<file path="config.mk">
export PLATFORM = sky130hd
export DESIGN_NAME = pipe_reg_hs
export DESIGN_NICKNAME = d
export VERILOG_FILES = /design/src/rtl/pipe_reg_hs.sv
export SDC_FILE = /design/constraint.sdc
export NUM_CORES = 1
export LEC_CHECK = 0
export CAP_MARGIN = 20
export CORE_MARGIN = 3
export CORE_UTILIZATION = 30
export CTS_BUF_LIST = sky130_fd_sc_hd__clkbuf_2 sky130_fd_sc_hd__clkbuf_4 sky130_fd_sc_hd__clkbuf_8
export DETAILED_ROUTE_END_ITERATION = 8
export PLACE_DENSITY_LB_ADDON = 0.25
export SYNTH_ARGS = -nofsm -noshare
export SYNTH_HDL_FRONTEND = slang
export SYNTH_SLANG_ARGS = --single-unit
</file>
<file path="constraint.sdc">
create_clock -name Clk -period 1.8 [get_ports Clk]
set_input_delay 0.36 -clock Clk [delete_from_list [all_inputs] [get_ports Clk]]
set_output_delay 0.36 -clock Clk [all_outputs]
set_load 0.05 [all_outputs]
</file>
<file path="src/rtl/pipe_reg_hs.sv">
// One-word pipeline register behind a valid/ready handshake, with sync flush and a saturating stall counter.
// Define PIPE_REG_SKID_EN to add a skid entry that gives full throughput with a registered In_Ready.
module pipe_reg_hs #(
  parameter int               WIDTH     = 32,
  parameter logic [WIDTH-1:0] RESET_VAL = '0,
  parameter int               CNT_W     = 8
) (
  input  logic             Clk,
  input  logic             Clr,
  input  logic [WIDTH-1:0] D,
  input  logic             In_Valid,
  output logic             In_Ready,
  input  logic             Flush,
  output logic [WIDTH-1:0] Q,
  output logic [WIDTH-1:0] Qn,
  output logic             Out_Valid,
  input  logic             Out_Ready,
  output logic [CNT_W-1:0] Stall_Cnt,
  output logic [1:0]       dbg_state
);

  // Handshake: a word moves on a rising Clk edge when valid and ready are both high.
  // Once Out_Valid is high, Q is held stable until the out-transfer (or a Flush).
`ifdef PIPE_REG_SKID_EN
  typedef enum logic [1:0] {EMPTY = 2'd0, FULL = 2'd1, SKID = 2'd2} state_t;
`else
  typedef enum logic [1:0] {EMPTY = 2'd0, FULL = 2'd1} state_t;
`endif

  localparam logic [CNT_W-1:0] CNT_MAX = '1;

  state_t           state, state_nx;
  logic [WIDTH-1:0] q_r;
  logic [CNT_W-1:0] cnt;
  logic             in_xfer, out_xfer, load_d;

`ifdef PIPE_REG_SKID_EN
  logic [WIDTH-1:0] skid_r;
  logic             rdy_r, load_skid, load_from_skid;

  assign In_Ready = rdy_r;
`else
  // Combinational ready: a full register frees up in the same cycle it drains.
  assign In_Ready = !Clr && (!Out_Valid || Out_Ready);
`endif

  assign Out_Valid = (state != EMPTY);
  assign out_xfer  = Out_Valid && Out_Ready;
  assign in_xfer   = In_Valid && In_Ready;
  assign Q         = q_r;
  assign Qn        = ~q_r;
  assign Stall_Cnt = cnt;
  assign dbg_state = state;

  always_comb begin
    state_nx = state;
    load_d   = 1'b0;
`ifdef PIPE_REG_SKID_EN
    load_skid      = 1'b0;
    load_from_skid = 1'b0;
`endif
    if (Flush) begin
      state_nx = EMPTY;
    end else begin
      case (state)
        EMPTY: begin
          if (in_xfer) begin
            state_nx = FULL;
            load_d   = 1'b1;
          end
        end
        FULL: begin
`ifdef PIPE_REG_SKID_EN
          if (in_xfer && out_xfer) begin
            load_d = 1'b1;
          end else if (in_xfer) begin
            state_nx  = SKID;
            load_skid = 1'b1;
          end else if (out_xfer) begin
            state_nx = EMPTY;
          end
`else
          if (out_xfer) begin
            if (in_xfer) load_d = 1'b1;
            else         state_nx = EMPTY;
          end
`endif
        end
`ifdef PIPE_REG_SKID_EN
        SKID: begin
          if (out_xfer) begin
            state_nx       = FULL;
            load_from_skid = 1'b1;
          end
        end
`endif
        default: state_nx = EMPTY;
      endcase
    end
  end

  always_ff @(posedge Clk or posedge Clr) begin
    if (Clr) begin
      state <= EMPTY;
      q_r   <= RESET_VAL;
      cnt   <= '0;
    end else begin
      state <= state_nx;
      if (load_d) q_r <= D;
`ifdef PIPE_REG_SKID_EN
      else if (load_from_skid) q_r <= skid_r;
`endif
      // Flush suppresses counting; only Clr clears the counter.
      if (Out_Valid && !Out_Ready && !Flush && cnt != CNT_MAX) cnt <= cnt + CNT_W'(1);
    end
  end

`ifdef PIPE_REG_SKID_EN
  always_ff @(posedge Clk or posedge Clr) begin
    if (Clr) begin
      skid_r <= RESET_VAL;
      rdy_r  <= 1'b0;
    end else begin
      rdy_r <= (state_nx != SKID);
      if (load_skid) skid_r <= D;
    end
  end
`endif

endmodule

</file>
==> results of run 1 <==
==> state kept, by name, indices dropped and copies added, names as in the netlist <==
| name | count |
|---|---|
| Q | 32 |
| Stall_Cnt | 8 |
| dbg_state | 1 |
==> metrics by stage <==
step           hold slack [ps]  instance area [µm²]
6_report                   454                 3000
5_1_grt                    467                 3000
4_1_cts                    446                 3000
3_5_place_dp               521                 2870
3_3_place_gp               506                 2870
2_1_floorplan              495                 1820
==> area by class of cell <==
cell class	count	area (µm²)
Clock buffer	5	68.8
Clock inverter	3	65.1
Fill cell	529	2670
Inverter	34	128
Multi-Input combinational cell	64	614
Sequential cell	41	1030
Tap cell	72	90.1
Timing Repair Buffer	119	1010
==> tightest hold or removal path: cells and delay by family <==
kind     cells  cell delay, ps
buf+inv      3             740
==> kinds of logic (layout without fill, tap and decap cells) <==
logic type | count (synthesis) | in the layout | synth area share [%]
flip-flops | 41 | 41 | 56.5
AND/OR/NAND/NOR | 18 | 18 | 7.65
adder cells (fa/ha/maj) | 1 | 1 | 0.689
AO/OA/AOI/OAI | 6 | 6 | 2.00
XOR/XNOR | 2 | 2 | 0.964
buffers and inverters | 39 | 161 | 9.71
other | 1 | 1 | 0.206
multiplexers | 36 | 36 | 22.3
==> routing by layer <==
layer	global-route usage (%)	routed length [µm]	vias to the layer above
li1	-	-	702
met1	16.8	2020	654
met2	18.7	1800	84
met3	4.24	457	4
met4	2.19	21	0
met5	0	0	-
==> power groups by stage <==
| stage | Sequential, mW | Combinational [mW] | Clock, mW |
|---|---|---|---|
| 3_5_place_dp | 1.29 | 2.18 | 0 |
| 2_1_floorplan | 1.90 | 0.841 | 0 |
| 6_report | 1.27 | 2.16 | 0.866 |
| 5_1_grt | 1.31 | 2.25 | 0.929 |
| 3_3_place_gp | 1.29 | 2.16 | 0 |
| 4_1_cts | 1.28 | 2.18 | 0.894 |
==> cells in the mapped netlist (2+ instances only) <==
cell type  count  area, µm²
buf_4          2       15.0
buf_6          3       33.8
dfrtp_1       41       1030
inv_1         34        128
mux2_1         2       22.5
mux2_2        34        383
nand3_1        3       15.0
nand4_1        3       18.8
xnor2_1        2       17.5
==> worst paths after layout <==
check,from,endpoint,slack [ps]
min in group Clk,Q[2],Q[2],540
max,Clr,In_Ready,110
min,Clr,Q[26],450
min reg2reg,Q[2],Q[2],540
max reg2reg,dbg_state[0],Q[3],230
max in group asynchronous,Clr,Q[8],820
==> impl_metrics.tcl, run 1 <==
set metrics [dict create \
    cp_max_fo 2 \
    io_buffers 111 \
    path_depth 4 \
    syn_area_um2 1820 \
    skew_ps 3.78 \
    drc 0 \
    wl_per_cell_um 12.7 \
    yosys_most_used_dff "dfrtp_1" \
    drive_above_1_share_pct 48.9 \
    p_leak_nw 1.49 \
    pre_cts_ws_ps -183 \
    sw_frac_of_total_pct 45.7 \
    clock_latency_ps 280 \
    dieWidth_um 83.8 \
    ys_ff_latch 41 \
    crit_family "buffers and inverters" \
    core_um2 5680 \
    end_kind "output port" \
    die_y_um 83.8 \
    final-hold-violation-count 0 \
    synth_async_sr_flop_share_pct 100 \
    holdBufCountCts 0 \
    min_period_over_period_pct 93.7 \
    cp.required_ps 1440 \
    fmax_mhz 593 \
    clkTransAtPathRegs_ps 80 \
    hpwl_um 3360 \
    grt_pass1_wl_um 7030 \
    cp_slowest_cell "clkdlybuf4s50_1" \
    fin_util_pct 52.9 \
    power_density_nw_per_um2 1430 \
    start_util_pct 32.0 \
    syn2layout_area_growth_pct 65.2 \
    routed_wl_um 4300 \
    post-route-min-period_ps 1690 \
    place_inst 330 \
    cts_setup_buffers 0 \
    final_cell_mix "buf_4, dfrtp_1, clkdlybuf4s50_1, mux2_2, inv_1" \
    rsz0062_at_grt "no" \
    dr.pass1.iters 3 \
    netlist_instances 144 \
    grt_use_total_pct 12.2 \
    ioPinCount 113 \
    ctsHtreeMaxLevel 2 \
    ys_warn_count 0 \
    clkPwrFrac_pct 20.1 \
    p_comb_share_pct 50.3 \
    viasPerCell 4.27 \
    cap_viol_max_count 0 \
    cts_buffer_depth 2 \
    status "completed" \
    vias 1444 \
    row_count 27 \
    finalNetCount 303 \
    r2r_cells 4 \
    seq_power_share_pct 29.6 \
    slowest_delay_ps 450 \
    postRouteAntennaNets 0 \
    syn_nets 182 \
    cts-root-buf "clkbuf_8" \
    hp-class "in -> async" \
    setup_tns_ps 0 \
    vdd_drop_max_v 0.000641 \
    seq_area_frac_synth_pct 56.5 \
    die_area_um2 7030 \
    fin_ws_ps 114 \
    setup_violations 0 \
    worst-setup-path-type "in -> out" \
    cp.arrival_ps 1330 \
    slew_viol_final 0 \
    p_int_mw 2.34 \
    path_cells "clkdlybuf4s50_1 > buf_4 > nor2_1 > buf_12" \
    gp_congestion 0.825 \
    grt_overflow 0 \
    final_common_cell "buf_4" \
    stdcell_count 338 \
    cts_inserted_buffers 5 \
    power_switching_mw 1.97 \
    synth_edf_count 0 \
    drt_first_iter_violations 22 \
    ctsResizeCount 0 \
    ys_types 29 \
    cts_tree "built" \
    grt_max_degree 34 \
    finalPower_mw 4.30 \
    avgSynthCellArea_um2 12.6 \
    crit_path_start_kind "input pin" \
    grt_pass1_vias 1429 \
    antenna_found_initial 0 \
    cts.sinks 41 \
    cp_num_buf_inv 3 \
    antennaDiodeCount 0 \
]
Power figures use the tool's default switching activity.
==> inputs of run 2 (changes only) <==
clock period = 1.5 ns   (was 1.8 ns; I/O delays follow)
==> run 2 against run 1 <==
The flow now finishes with violations (negative setup slack). First-iteration DRC count increased by 64%. Worst hold slack worse by 210 ps. Non-clock buffer count is 7 higher. Global-route usage rose by 3.1 points. Critical path depth increased by 1. Largest cell class is now non-clock buffers.
==> impl_metrics.tcl, run 2 (synthesis results as in run 1) <==
set metrics [dict create \
    status "complete, but fails checks" \
    violations "negative setup slack" \
    cp.required_ps 1670 \
    grt_max_degree 42 \
    antenna_found_initial 0 \
    stdcell_count 345 \
    ioPinCount 113 \
    gp_congestion 0.784 \
    postRouteAntennaNets 0 \
    row_count 27 \
    power_switching_mw 2.63 \
    final_cell_area_um2 4140 \
    skew_ps 5.18 \
    antennaDiodeCount 0 \
    clkPwrFrac_pct 12.2 \
    viasPerCell 4.43 \
    sw_frac_of_total_pct 41.5 \
    wl_per_cell_um 15.3 \
    hp-class "in -> async" \
    die_area_um2 7030 \
    p_leak_nw 1.95 \
    finalNetCount 310 \
    path_cells "clkdlybuf4s50_1 > nor4b_4 > buf_6 > clkbuf_16 > mux2_4" \
    final_cell_mix "buf_12, dfrtp_1, clkdlybuf4s50_1, inv_1, mux2_4" \
    drt_first_iter_violations 36 \
    end_kind "flip-flop" \
    final_common_cell "buf_12" \
    post-route-min-period_ps 1560 \
    cp_max_fo 8 \
    holdBufCountCts 0 \
    cts_tree "built" \
    cp_slowest_cell "clkdlybuf4s50_1" \
    drc 0 \
    placedInstanceArea_um2 3860 \
    fmax_mhz 639 \
    grt_overflow 0 \
    clock_latency_ps 280 \
    fin_ws_ps -63.8 \
    p_int_mw 3.70 \
    use_met2_pct 26.2 \
    seq_power_share_pct 26.3 \
    die_y_um 83.8 \
    cap_viol_max_count 0 \
    ctsHtreeMaxLevel 2 \
    worst-setup-path-type "in -> reg" \
    p_comb_share_pct 61.6 \
    grt_use_total_pct 15.2 \
    syn2layout_area_growth_pct 128 \
    cts_buffer_depth 2 \
    crit_family "buffers and inverters" \
    power_density_nw_per_um2 1530 \
    clkTransAtPathRegs_ps 80 \
    core_um2 5680 \
    slew_viol_final 0 \
    grt_util_met3_pct 4.64 \
    drive_above_1_share_pct 54.9 \
    start_util_pct 32.0 \
    cp.arrival_ps 1730 \
    fin_util_pct 72.9 \
    grt_pass1_wl_um 8600 \
    use_met1_pct 19.3 \
    fillers 380 \
    grt_pass1_vias 1688 \
    min_period_over_period_pct 104 \
    crit_path_start_kind "input pin" \
    cp_num_buf_inv 3 \
    cts.sinks 41 \
    dieWidth_um 83.8 \
    dr.pass1.iters 4 \
    rsz0062_at_grt "yes" \
    vias 1527 \
    place_inst 332 \
    io_buffers 111 \
    vdd_drop_max_v 0.000906 \
    hold_ws_ps 242 \
    cts_inserted_buffers 5 \
    largest_register_ffs 32 \
    setup_violations 32 \
    cts-root-buf "clkbuf_8" \
    grt_busiest_layer "met2" \
    slowest_delay_ps 460 \
    hpwl_um 4010 \
    routed_wl_um 5280 \
    final-hold-violation-count 0 \
]
run 2: layout make-up:
cell class / instances / area, µm² / share of cell area [%]
Clock inverter: 1 / 5.00 / 0.121
Multi-Input combinational cell: 64 / 744 / 18.0
Clock buffer: 7 / 96.3 / 2.33
Timing Repair Buffer: 126 / 2040 / 49.3
Sequential cell: 41 / 1030 / 25.0
Inverter: 34 / 128 / 3.08
Tap cell: 72 / 90.1 / 2.18
run 2: timing repair:
action	4_1_cts	5_1_grt
gates cloned	2	1
buffers inserted	4	0
pin swaps	1	1
resized for setup	27	7
setup endpoints to repair	33	34
run 2: power groups by stage:
stage                     clock network, mW  registers [mW]  logic (mW)
final                                 0.771            1.66        3.90
after floorplan                           0            2.31        1.03
after CTS                             0.796            1.66        3.92
after global placement                    0            1.66        3.78
after global routing                  0.855            1.70        4.00
after detailed placement                  0            1.68        3.81
run 2: worst paths after layout:
path	start	to	slack (ps)	depth (start not counted)
max	Flush	Q[14]	-60	5
min	Clr	dbg_state[0]	240	4
max reg2reg	dbg_state[0]	Q[14]	-50	5
min reg2reg	Stall_Cnt[5]	Stall_Cnt[5]	530	1
max in group asynchronous	Clr	Stall_Cnt[2]	1050	4
min in group Clk	Stall_Cnt[5]	Stall_Cnt[5]	530	1
run 2: per-stage QoR:
step           setup TNS [ps]  setup WS, ps  power [mW]
2_1_floorplan           -6490          -213        3.34
3_3_place_gp           -13360          -374        5.44
3_5_place_dp           -15100          -421        5.49
4_1_cts                 -3320          -113        6.38
5_1_grt                 -2840          -105        6.55
6_report                -1330         -63.8        6.33
run 2: per-layer routing:
metal / part of all wire [%] / wire length (µm)
met1: 43 / 2250
met2: 49 / 2570
met3: 8.0 / 422
met4: 0.55 / 29
met5: 0 / 0
run 2: worst reg2reg max path, delay by kind of cell (launching register included):
| family | cells | cell delay, ps |
|---|---|---|
| buffers and inverters | 2 | 360 |
| muxes | 1 | 300 |
| DFF | 1 | 410 |
| and+or+nand+nor | 2 | 360 |
==> variant: new RTL, flow settings as in run 1 <==
The parameter `WIDTH` goes from 32 to 48.
--- a/src/rtl/pipe_reg_hs.sv
+++ b/src/rtl/pipe_reg_hs.sv
@@ -1,7 +1,7 @@
 // One-word pipeline register behind a valid/ready handshake, with sync flush and a saturating stall counter.
 // Define PIPE_REG_SKID_EN to add a skid entry that gives full throughput with a registered In_Ready.
 module pipe_reg_hs #(
-  parameter int               WIDTH     = 32,
+  parameter int               WIDTH     = 48,
   parameter logic [WIDTH-1:0] RESET_VAL = '0,
   parameter int               CNT_W     = 8
 ) (
Interface: changed (resized D, Q and Qn); port bits go from 113 to 161. The function was not compared with the original's and may differ.
==> variant against run 1 <==
Final area up 41%; maximum frequency down 1.0%; area after synthesis up 36%; sequential cell count up 16; register-to-register slack worse by 0.13 ns; power up 44%; global-route usage up 1.0 points; routed wire length up 40%; combinational power up 43%; non-clock buffer count up 50; utilization up 0.94 points; worst setup slack worse by 0.017 ns; clock power up 56%; critical endpoint is now Q[17].
==> variant: results <==
{
  "outcome": "completed",
  "place_area_um2": 4000,
  "ir_drop_v": 0.000666,
  "largest_reg_flops": 48,
  "yosysUniqueCellTypes": 28,
  "cp_max_fo": 49,
  "placed_cells": 458,
  "io_buffers": 159,
  "drt_iter0_drc": 16,
  "yosys-top-cells-count": "dfrtp_1, inv_1, mux2_2, mux2_1, buf_4",
  "pre_cts_ws_ns": -0.229,
  "synth_nets": 248,
  "grt_pass1_wl_um": 10000,
  "fin_nets": 421,
  "vias": 2012,
  "drive_above_1_share_pct": 48.7,
  "grt_max_degree": 50,
  "leakage_nw": 2.10,
  "place_congestion": 0.772,
  "cp.arrival_ns": 1.91,
  "wl_per_cell_um": 12.7,
  "h-tree-depth": 3,
  "dp_hpwl_um": 4690,
  "synth_cells": 194,
  "synth-seq-area-share_pct": 57.7,
  "clock_latency_ns": 0.32,
  "yosys-top-cells-area": "dfrtp_1, mux2_2, inv_1",
  "tritoncts.num_buffers": 9,
  "antenna_found_initial": 0,
  "first_pass_iters": 4
}
[variant: cell types whose count changed after synthesis, moves of 3 or more]
| cell | before | now |
|---|---|---|
| mux2_2 | 34 | 42 |
| buf_4 | 2 | 5 |
| mux2_1 | 2 | 9 |
| dfrtp_1 | 41 | 57 |
| inv_1 | 34 | 50 |
[variant: logic make-up after synthesis]
logic type	share of synthesized area, %
xor+xnor	1.06
simple gates	5.72
flops	57.7
compound gates	1.62
buf+inv	10.0
mux	23.2
fa+ha+maj	0.506
other cells	0.152
[variant: worst paths after layout]
kind | from | to | slack [ns]
worst min register to register | Q[46] | Q[46] | 0.52
worst max-delay path | dbg_state[0] | Q[17] | 0.1
min in group Clk | Q[46] | Q[46] | 0.52
worst max register to register | dbg_state[0] | Q[17] | 0.1
max in group asynchronous | Clr | Stall_Cnt[0] | 0.88
worst min-delay path | Clr | Stall_Cnt[4] | 0.50
[variant: critical path, stage by stage, from the launching register on]
cell	delay, ns
dfrtp_2	0.44
nor2b_1	0.17
nor4b_4	0.28
buf_12	0.29
mux2_2	0.37
[variant: area by class of cell]
type	instances	area [um2]
clock inverters	5	77.6
fillers	727	3620
flip-flops and latches	57	1430
well taps	102	128
repair buffers	169	1450
clock buffers	11	151
multi-input cells	80	798
inverters	50	191
[variant: per-layer routing]
metal	GRT usage, %	wire (um)	share of wire [%]
met1	15.6	2430	41
met2	21.7	2980	50
met3	5.98	549	9.1
met4	3.56	38	0.63
met5	0	0	0
[variant: where the power goes]
part | leakage, nW | internal, mW | total [mW] | switching, mW
Clock | 0.115 | 0.850 | 1.35 | 0.498
Sequential | 0.687 | 1.54 | 1.78 | 0.234
Combinational | 1.30 | 0.959 | 3.08 | 2.12
Total | 2.10 | 3.35 | 6.20 | 2.85
[variant: per-stage QoR]
stage               TNS [ns]  hold slack (ns)
floorplan            -0.0789            0.447
global placement       -8.94            0.497
detailed placement    -10.46            0.508
CTS                        0            0.489
global route               0            0.510
finish                     0            0.504
